**src/rtl/rr_priority_arbiter_pkg.sv**
```systemverilog
// Shared definitions for the round-robin / fixed-priority arbiter.
//   MODE_FIXED / MODE_RR : values for the RR parameter of the top level
//   clog2_safe()         : index width helper that never returns 0
//   arb_state_t          : arbiter FSM state encoding
package rr_priority_arbiter_pkg;

  localparam bit MODE_FIXED = 1'b0;
  localparam bit MODE_RR    = 1'b1;

  function automatic int clog2_safe(input int n);
    return (n <= 2) ? 1 : $clog2(n);
  endfunction

  typedef enum logic {
    ST_IDLE    = 1'b0,
    ST_GRANTED = 1'b1
  } arb_state_t;

endpackage

```
**src/rtl/rr_priority_arbiter_prio_pick.sv**
```systemverilog
// Combinational rotating priority picker.
//   vec    : request vector
//   start  : first index searched (wraps through N-1 back to 0)
//   onehot : one-hot winner, zero when vec is empty
//   idx    : binary winner index, zero when vec is empty
//   any    : at least one bit of vec is set
// HIGH_FIRST=1 reverses the bit order so that start=0 yields the highest
// set index (fixed-priority behaviour).
module rr_priority_arbiter_prio_pick
  import rr_priority_arbiter_pkg::*;
#(
  parameter int N          = 4,
  parameter int W          = clog2_safe(N),
  parameter bit HIGH_FIRST = 1'b0
) (
  input  logic [N-1:0] vec,
  input  logic [W-1:0] start,
  output logic [N-1:0] onehot,
  output logic [W-1:0] idx,
  output logic         any
);

  logic [N-1:0]   ord;
  logic [2*N-1:0] dbl;
  int             pos;
  int             p;
  logic           found;

  always_comb begin
    ord = '0;
    for (int k = 0; k < N; k++) begin
      ord[k] = HIGH_FIRST ? vec[N-1-k] : vec[k];
    end
    // Lower copy is masked below start, upper copy covers the wrap; the
    // lowest surviving set bit is the winner.
    dbl   = {ord, ord};
    pos   = 0;
    found = 1'b0;
    for (int j = 2*N-1; j >= 0; j--) begin
      if (dbl[j] && (j >= int'(start))) begin
        pos   = j;
        found = 1'b1;
      end
    end
    p = (pos >= N) ? (pos - N) : pos;
    if (HIGH_FIRST) begin
      p = N - 1 - p;
    end
    any    = found;
    idx    = found ? W'(p) : '0;
    onehot = found ? ({{(N-1){1'b0}}, 1'b1} << p) : '0;
  end

endmodule

```
**src/rtl/rr_priority_arbiter.sv**
```systemverilog
// N-way registered, handshaked request arbiter.
//   clk       : rising-edge clock
//   rst_n     : asynchronous active-low reset
//   req[N]    : level-sensitive requests, bit k = requester k
//   ack       : consumer accepts the current grant (release this cycle)
//   gnt[N]    : registered one-hot grant, zero when idle
//   gnt_idx   : registered binary index of the grant, zero when idle
//   gnt_valid : registered, equals |gnt
// RR=1 rotates priority starting after the last released grant;
// RR=0 always favours the highest requesting index.
//
// state      | meaning
// -----------+------------------------------------------------------
// ST_IDLE    | no grant held; any request is granted on the next edge
// ST_GRANTED | grant held until ack or the owner drops its request
module rr_priority_arbiter
  import rr_priority_arbiter_pkg::*;
#(
  parameter int N  = 4,
  parameter int W  = clog2_safe(N),
  parameter bit RR = MODE_RR
) (
  input  logic         clk,
  input  logic         rst_n,
  input  logic [N-1:0] req,
  input  logic         ack,
  output logic [N-1:0] gnt,
  output logic [W-1:0] gnt_idx,
  output logic         gnt_valid
);

  arb_state_t   state;
  logic [W-1:0] ptr;
  logic [W-1:0] ptr_nxt;
  logic [W-1:0] pick_start;
  logic [N-1:0] pick_onehot;
  logic [W-1:0] pick_idx;
  logic         pick_any;
  logic         rel;

  assign rel = gnt_valid & (ack | ~req[gnt_idx]);

  // The released owner moves to the lowest priority; arbitration in the
  // same edge already uses the advanced pointer.
  always_comb begin
    ptr_nxt = ptr;
    if ((RR == MODE_RR) && rel) begin
      ptr_nxt = (gnt_idx == W'(N-1)) ? '0 : gnt_idx + W'(1);
    end
  end

  assign pick_start = (RR == MODE_RR) ? ptr_nxt : '0;

  rr_priority_arbiter_prio_pick #(
    .N          (N),
    .W          (W),
    .HIGH_FIRST (RR == MODE_FIXED)
  ) u_pick (
    .vec    (req),
    .start  (pick_start),
    .onehot (pick_onehot),
    .idx    (pick_idx),
    .any    (pick_any)
  );

  always_ff @(posedge clk or negedge rst_n) begin
    if (!rst_n) begin
      state     <= ST_IDLE;
      ptr       <= '0;
      gnt       <= '0;
      gnt_idx   <= '0;
      gnt_valid <= 1'b0;
    end else begin
      case (state)
        ST_IDLE: begin
          if (pick_any) begin
            state     <= ST_GRANTED;
            gnt       <= pick_onehot;
            gnt_idx   <= pick_idx;
            gnt_valid <= 1'b1;
          end
        end
        ST_GRANTED: begin
          if (rel) begin
            ptr <= ptr_nxt;
            if (pick_any) begin
              gnt       <= pick_onehot;
              gnt_idx   <= pick_idx;
              gnt_valid <= 1'b1;
            end else begin
              state     <= ST_IDLE;
              gnt       <= '0;
              gnt_idx   <= '0;
              gnt_valid <= 1'b0;
            end
          end
        end
        default: begin
          state     <= ST_IDLE;
          gnt       <= '0;
          gnt_idx   <= '0;
          gnt_valid <= 1'b0;
        end
      endcase
    end
  end

endmodule

```
**config.mk**
```make
export PLATFORM = sky130hd
export DESIGN_NAME = rr_priority_arbiter
export DESIGN_NICKNAME = d
export VERILOG_FILES = /design/src/rtl/rr_priority_arbiter_pkg.sv /design/src/rtl/rr_priority_arbiter_prio_pick.sv /design/src/rtl/rr_priority_arbiter.sv
export SDC_FILE = /design/constraint.sdc
export NUM_CORES = 1
export LEC_CHECK = 0
export ABC_AREA = 1
export ABC_CLOCK_PERIOD_IN_PS = 2100
export CAP_MARGIN = 20
export CORE_AREA = 2 2 39 41
export CTS_CLUSTER_SIZE = 28
export DETAILED_ROUTE_END_ITERATION = 8
export DIE_AREA = 0 0 41 43
export PLACE_DENSITY = 0.83
export REMOVE_ABC_BUFFERS = 1
export SYNTH_ARGS = -nofsm -noshare
export SYNTH_HDL_FRONTEND = slang
export SYNTH_SLANG_ARGS = --single-unit
```
**constraint.sdc**
```tcl
create_clock -name clk -period 2.1 [get_ports clk]
set_clock_uncertainty 0.1 [all_clocks]
set_input_delay 0.42 -clock clk [delete_from_list [all_inputs] [get_ports clk]]
set_output_delay 0.42 -clock clk [all_outputs]
set_load 0.02 [all_outputs]
```
==> metrics.txt <==
# TYPE chip_impl_metric gauge
chip_impl_metric{name="grt.met1_usage",unit="%"} 19.3
chip_impl_info{name="worst_setup_path_endpoint",value="gnt[0]"} 1
chip_impl_metric{name="crit_buf_inv",unit=""} 1
chip_impl_metric{name="power-per-cell-area",unit="nW/µm²"} 1490
chip_impl_metric{name="postRouteWirelength",unit="mm"} 1.19
chip_impl_metric{name="report.final.setup_viol",unit=""} 0
chip_impl_metric{name="critical_path_required",unit="ns"} 2.15
chip_impl_metric{name="layout-drive-gt1-share",unit="%"} 19.8
chip_impl_info{name="crit_type",value="in2reg"} 1
chip_impl_metric{name="multi_input_gate_area",unit="µm²"} 294
chip_impl_metric{name="clk_slew_on_worst_s_h_paths",unit="ns"} 0.06
chip_impl_metric{name="filler_cell_count",unit=""} 131
chip_impl_metric{name="min_period",unit="ns"} 1.93
chip_impl_metric{name="maxSlewHeadroom",unit="%"} 69.0
chip_impl_metric{name="ios",unit=""} 14
chip_impl_metric{name="n_antenna_cell",unit=""} 0
chip_impl_metric{name="antenna_found_initial",unit=""} 0
chip_impl_info{name="rr_startpoint",value="gnt_idx[0]"} 1
chip_impl_metric{name="synth.ff_latch_count",unit=""} 10
chip_impl_metric{name="finalNetCount",unit=""} 111
chip_impl_metric{name="place_area",unit="µm²"} 777
chip_impl_metric{name="yosys.cell_types.count",unit=""} 16
chip_impl_metric{name="final_area",unit="µm²"} 800
chip_impl_metric{name="grt_use_met2",unit="%"} 25.3
chip_impl_metric{name="totalPowerFinal",unit="mW"} 1.19
chip_impl_metric{name="post_cts_buffers",unit=""} 0
chip_impl_metric{name="cts_hold_buffers",unit=""} 0
chip_impl_metric{name="areaGrowthSynthToFinish",unit="%"} 37.4
chip_impl_info{name="tritoncts",value="done"} 1
chip_impl_metric{name="fp.dieW",unit="µm"} 41
chip_impl_metric{name="dr_total_vias",unit=""} 558
chip_impl_metric{name="r2r_cells",unit=""} 14
chip_impl_metric{name="floorplan.core_area",unit="µm²"} 1380
chip_impl_metric{name="detail_route.wl_per_cell",unit="µm"} 10.2
chip_impl_info{name="synth_top_cells_by_area",value="sky130_fd_sc_hd__dfrtp_1, sky130_fd_sc_hd__nand2_1, sky130_fd_sc_hd__nand3_1"} 1
chip_impl_info{name="timing.critical_path.slowest_stage_cell",value="sky130_fd_sc_hd__clkdlybuf4s50_1"} 1
chip_impl_metric{name="grt_start_max_net_pins",unit=""} 11
chip_impl_metric{name="initialDrtViolationCount",unit=""} 11
chip_impl_metric{name="overall_die_area",unit="µm²"} 1760
chip_impl_metric{name="final_min_period_over_clock_period",unit="%"} 91.7
chip_impl_metric{name="groute.usage.overall",unit="%"} 15.9
chip_impl_metric{name="initial_core_util",unit="%"} 42.0
chip_impl_metric{name="io_buffers",unit=""} 13
chip_impl_metric{name="timing.critical_path.arrival",unit="ns"} 1.98
chip_impl_metric{name="power.leakage",unit="nW"} 0.403
chip_impl_metric{name="timing_worst_slew_pin_value",unit="ns"} 0.464
chip_impl_info{name="cp-start-kind",value="input port"} 1
chip_impl_metric{name="grt_remaining_overflow",unit=""} 0
chip_impl_metric{name="fmaxAchievable",unit="GHz"} 0.519
chip_impl_info{name="critical_path.reg2reg.endpoint",value="gnt[0]"} 1
chip_impl_info{name="critical-path-top-delay-family",value="simple AND/OR/NAND/NOR gates"} 1
chip_impl_metric{name="cts_made_buffers",unit=""} 3
chip_impl_metric{name="std_cell_rows",unit=""} 14
chip_impl_metric{name="globalplace.congestion",unit=""} 0.854
chip_impl_metric{name="wire_length_of_the_first_global_routing_pass",unit="mm"} 1.90
chip_impl_metric{name="post_synth_inst_count",unit=""} 79
chip_impl_info{name="min_path_type",value="in2async"} 1
chip_impl_metric{name="grt_util_met3",unit="%"} 1.57
chip_impl_metric{name="r2r_setup_slack",unit="ns"} 0.39
chip_impl_info{name="crit_path_start",value="req[3]"} 1
chip_impl_metric{name="hold_violations",unit=""} 0
chip_impl_info{name="globalRoute.busiestLayer",value="met2"} 1
chip_impl_metric{name="hpwl",unit="µm"} 959
chip_impl_info{name="rsz0062_at_grt",value="no"} 1
chip_impl_metric{name="ctsHtreeMaxLevel",unit=""} 1
chip_impl_metric{name="critical_path_peak_fanout",unit=""} 4
chip_impl_metric{name="synth-warning-count",unit=""} 0
chip_impl_info{name="layout_common_cells",value="sky130_fd_sc_hd__nand2_1, sky130_fd_sc_hd__clkdlybuf4s50_1, sky130_fd_sc_hd__dfrtp_1"} 1
chip_impl_info{name="cpMostUsedCell",value="sky130_fd_sc_hd__nand2_1"} 1
chip_impl_info{name="synth.largest_area_cell",value="sky130_fd_sc_hd__dfrtp_1"} 1
chip_impl_metric{name="synth_seq_area_share",unit="%"} 43.0
chip_impl_metric{name="antenna_left",unit=""} 0
chip_impl_info{name="timing.critical_path.cells",value="clkdlybuf4s50_1, nand2_1, nand3_1, nand3_2, nand2_2, nand2_1, nand2_1, nand2_1, nand2_1, nand2_1, nand2_2, nand2_2, nand3_1, nand2_1"} 1
chip_impl_metric{name="critical-path-max-stage-delay",unit="ns"} 0.54
chip_impl_metric{name="vias_in_the_first_global_route",unit=""} 522
chip_impl_metric{name="synth.cell_area",unit="µm²"} 582
chip_impl_metric{name="synth_largest_type_area_fraction",unit="%"} 43.0
chip_impl_metric{name="cts-resized-gates",unit=""} 0
chip_impl_metric{name="cap_violations",unit=""} 0
chip_impl_metric{name="fin_util",unit="%"} 57.8
chip_impl_info{name="status",value="finished, final reports clean"} 1
chip_impl_info{name="crit_path_end_kind",value="flip-flop"} 1
chip_impl_metric{name="syn_avg_cell_area",unit="µm²"} 7.36
chip_impl_info{name="layout_commonest_cell",value="sky130_fd_sc_hd__nand2_1"} 1
chip_impl_metric{name="firstDrtPassIters",unit=""} 4
chip_impl_metric{name="report.final.slew_viol_count",unit=""} 0
chip_impl_metric{name="fp.dieH",unit="µm"} 43
chip_impl_metric{name="area.sequential",unit="µm²"} 250
chip_impl_metric{name="drcViolationCount",unit=""} 0
chip_impl_metric{name="cts_buffer_depth",unit=""} 2
chip_impl_metric{name="worst_ir_drop_on_vdd",unit="mV"} 0.546
chip_impl_info{name="cts_root_buf",value="sky130_fd_sc_hd__clkbuf_4"} 1
chip_impl_metric{name="tritoncts_num_sinks",unit=""} 10
chip_impl_metric{name="worst_skew_pair.late_latency",unit="ns"} 0.26
chip_impl_metric{name="cp.depth",unit=""} 14
chip_impl_metric{name="post_drt_via_cell_ratio",unit=""} 4.77
[per-layer routing]
metal	share of wire [%]	up-vias	routed length, µm
met5	0	-	0
met1	44	248	520
met4	0.67	0	8
met2	51	10	608
met3	4.6	2	55
li1	-	298	-
[registers in the layout, summed over array words and instances (netlist names)]
register	flops
gnt	4
gnt_idx	2
ptr	2
gnt_valid	1
state	1
[kinds of logic (layout without fill, tap and decap cells)]
kind of cell	count (synthesis)	in the layout	share of synthesized area, %
AND/OR/NAND/NOR	50	50	41.1
flip-flops	10	10	43.0
buffers and inverters	10	32	6.45
AO/OA/AOI/OAI	8	8	7.31
adder cells (fa/ha/maj)	1	1	2.15
[area by class of cell]
type | count | area share (%)
well taps | 16 | 2.50
clock buffers | 3 | 2.82
inverters | 10 | 4.69
flip-flops and latches | 10 | 31.3
repair buffers | 19 | 21.9
multi-input cells | 59 | 36.8
[worst min path at each step]
stage | slack, ns | startpoint | to | depth (start not counted)
2_1_floorplan | 0.02 | rst_n | gnt[0] | 0
3_3_place_gp | 0.37 | gnt[0] | gnt[0] | 2
3_5_place_dp | 0.37 | gnt[1] | gnt[1] | 2
4_1_cts | 0.39 | rst_n | gnt_idx[1] | 1
5_1_grt | 0.41 | rst_n | gnt[2] | 1
6_report | 0.38 | rst_n | gnt[3] | 1
[power breakdown]
part | leakage (nW) | internal [mW] | switching, mW
combinational | 0.267 | 0.306 | 0.425
clock | 0.0138 | 0.0657 | 0.0577
sequential | 0.122 | 0.273 | 0.0642
[per-stage QoR]
| step | setup WS, ns | setup TNS (ns) | instances | hold slack (ns) |
|---|---|---|---|---|
| after detailed placement | -0.0898 | -0.305 | 114 | 0.371 |
| after global placement | -0.0435 | -0.0808 | 114 | 0.367 |
| final | 0.174 | 0 | 117 | 0.380 |
| after floorplan | 0.463 | 0 | 79 | 0.0244 |
| after CTS | 0.176 | 0 | 117 | 0.385 |
| after global routing | 0.0651 | 0 | 117 | 0.412 |
[synthesized netlist by cell type]
master / instances
sky130_fd_sc_hd__nand3_2: 1
sky130_fd_sc_hd__inv_2: 3
sky130_fd_sc_hd__nor2_4: 2
sky130_fd_sc_hd__nand2_2: 4
sky130_fd_sc_hd__inv_1: 7
sky130_fd_sc_hd__a21oi_1: 2
sky130_fd_sc_hd__nand3_1: 7
sky130_fd_sc_hd__nor2_1: 5
sky130_fd_sc_hd__o21ai_0: 1
sky130_fd_sc_hd__o21ai_1: 4
sky130_fd_sc_hd__nand4_1: 1
sky130_fd_sc_hd__o21bai_1: 1
sky130_fd_sc_hd__dfrtp_1: 10
sky130_fd_sc_hd__nor4_2: 1
sky130_fd_sc_hd__ha_1: 1
sky130_fd_sc_hd__nand2_1: 29
No activity file was read; power rests on OpenSTA's default activity.
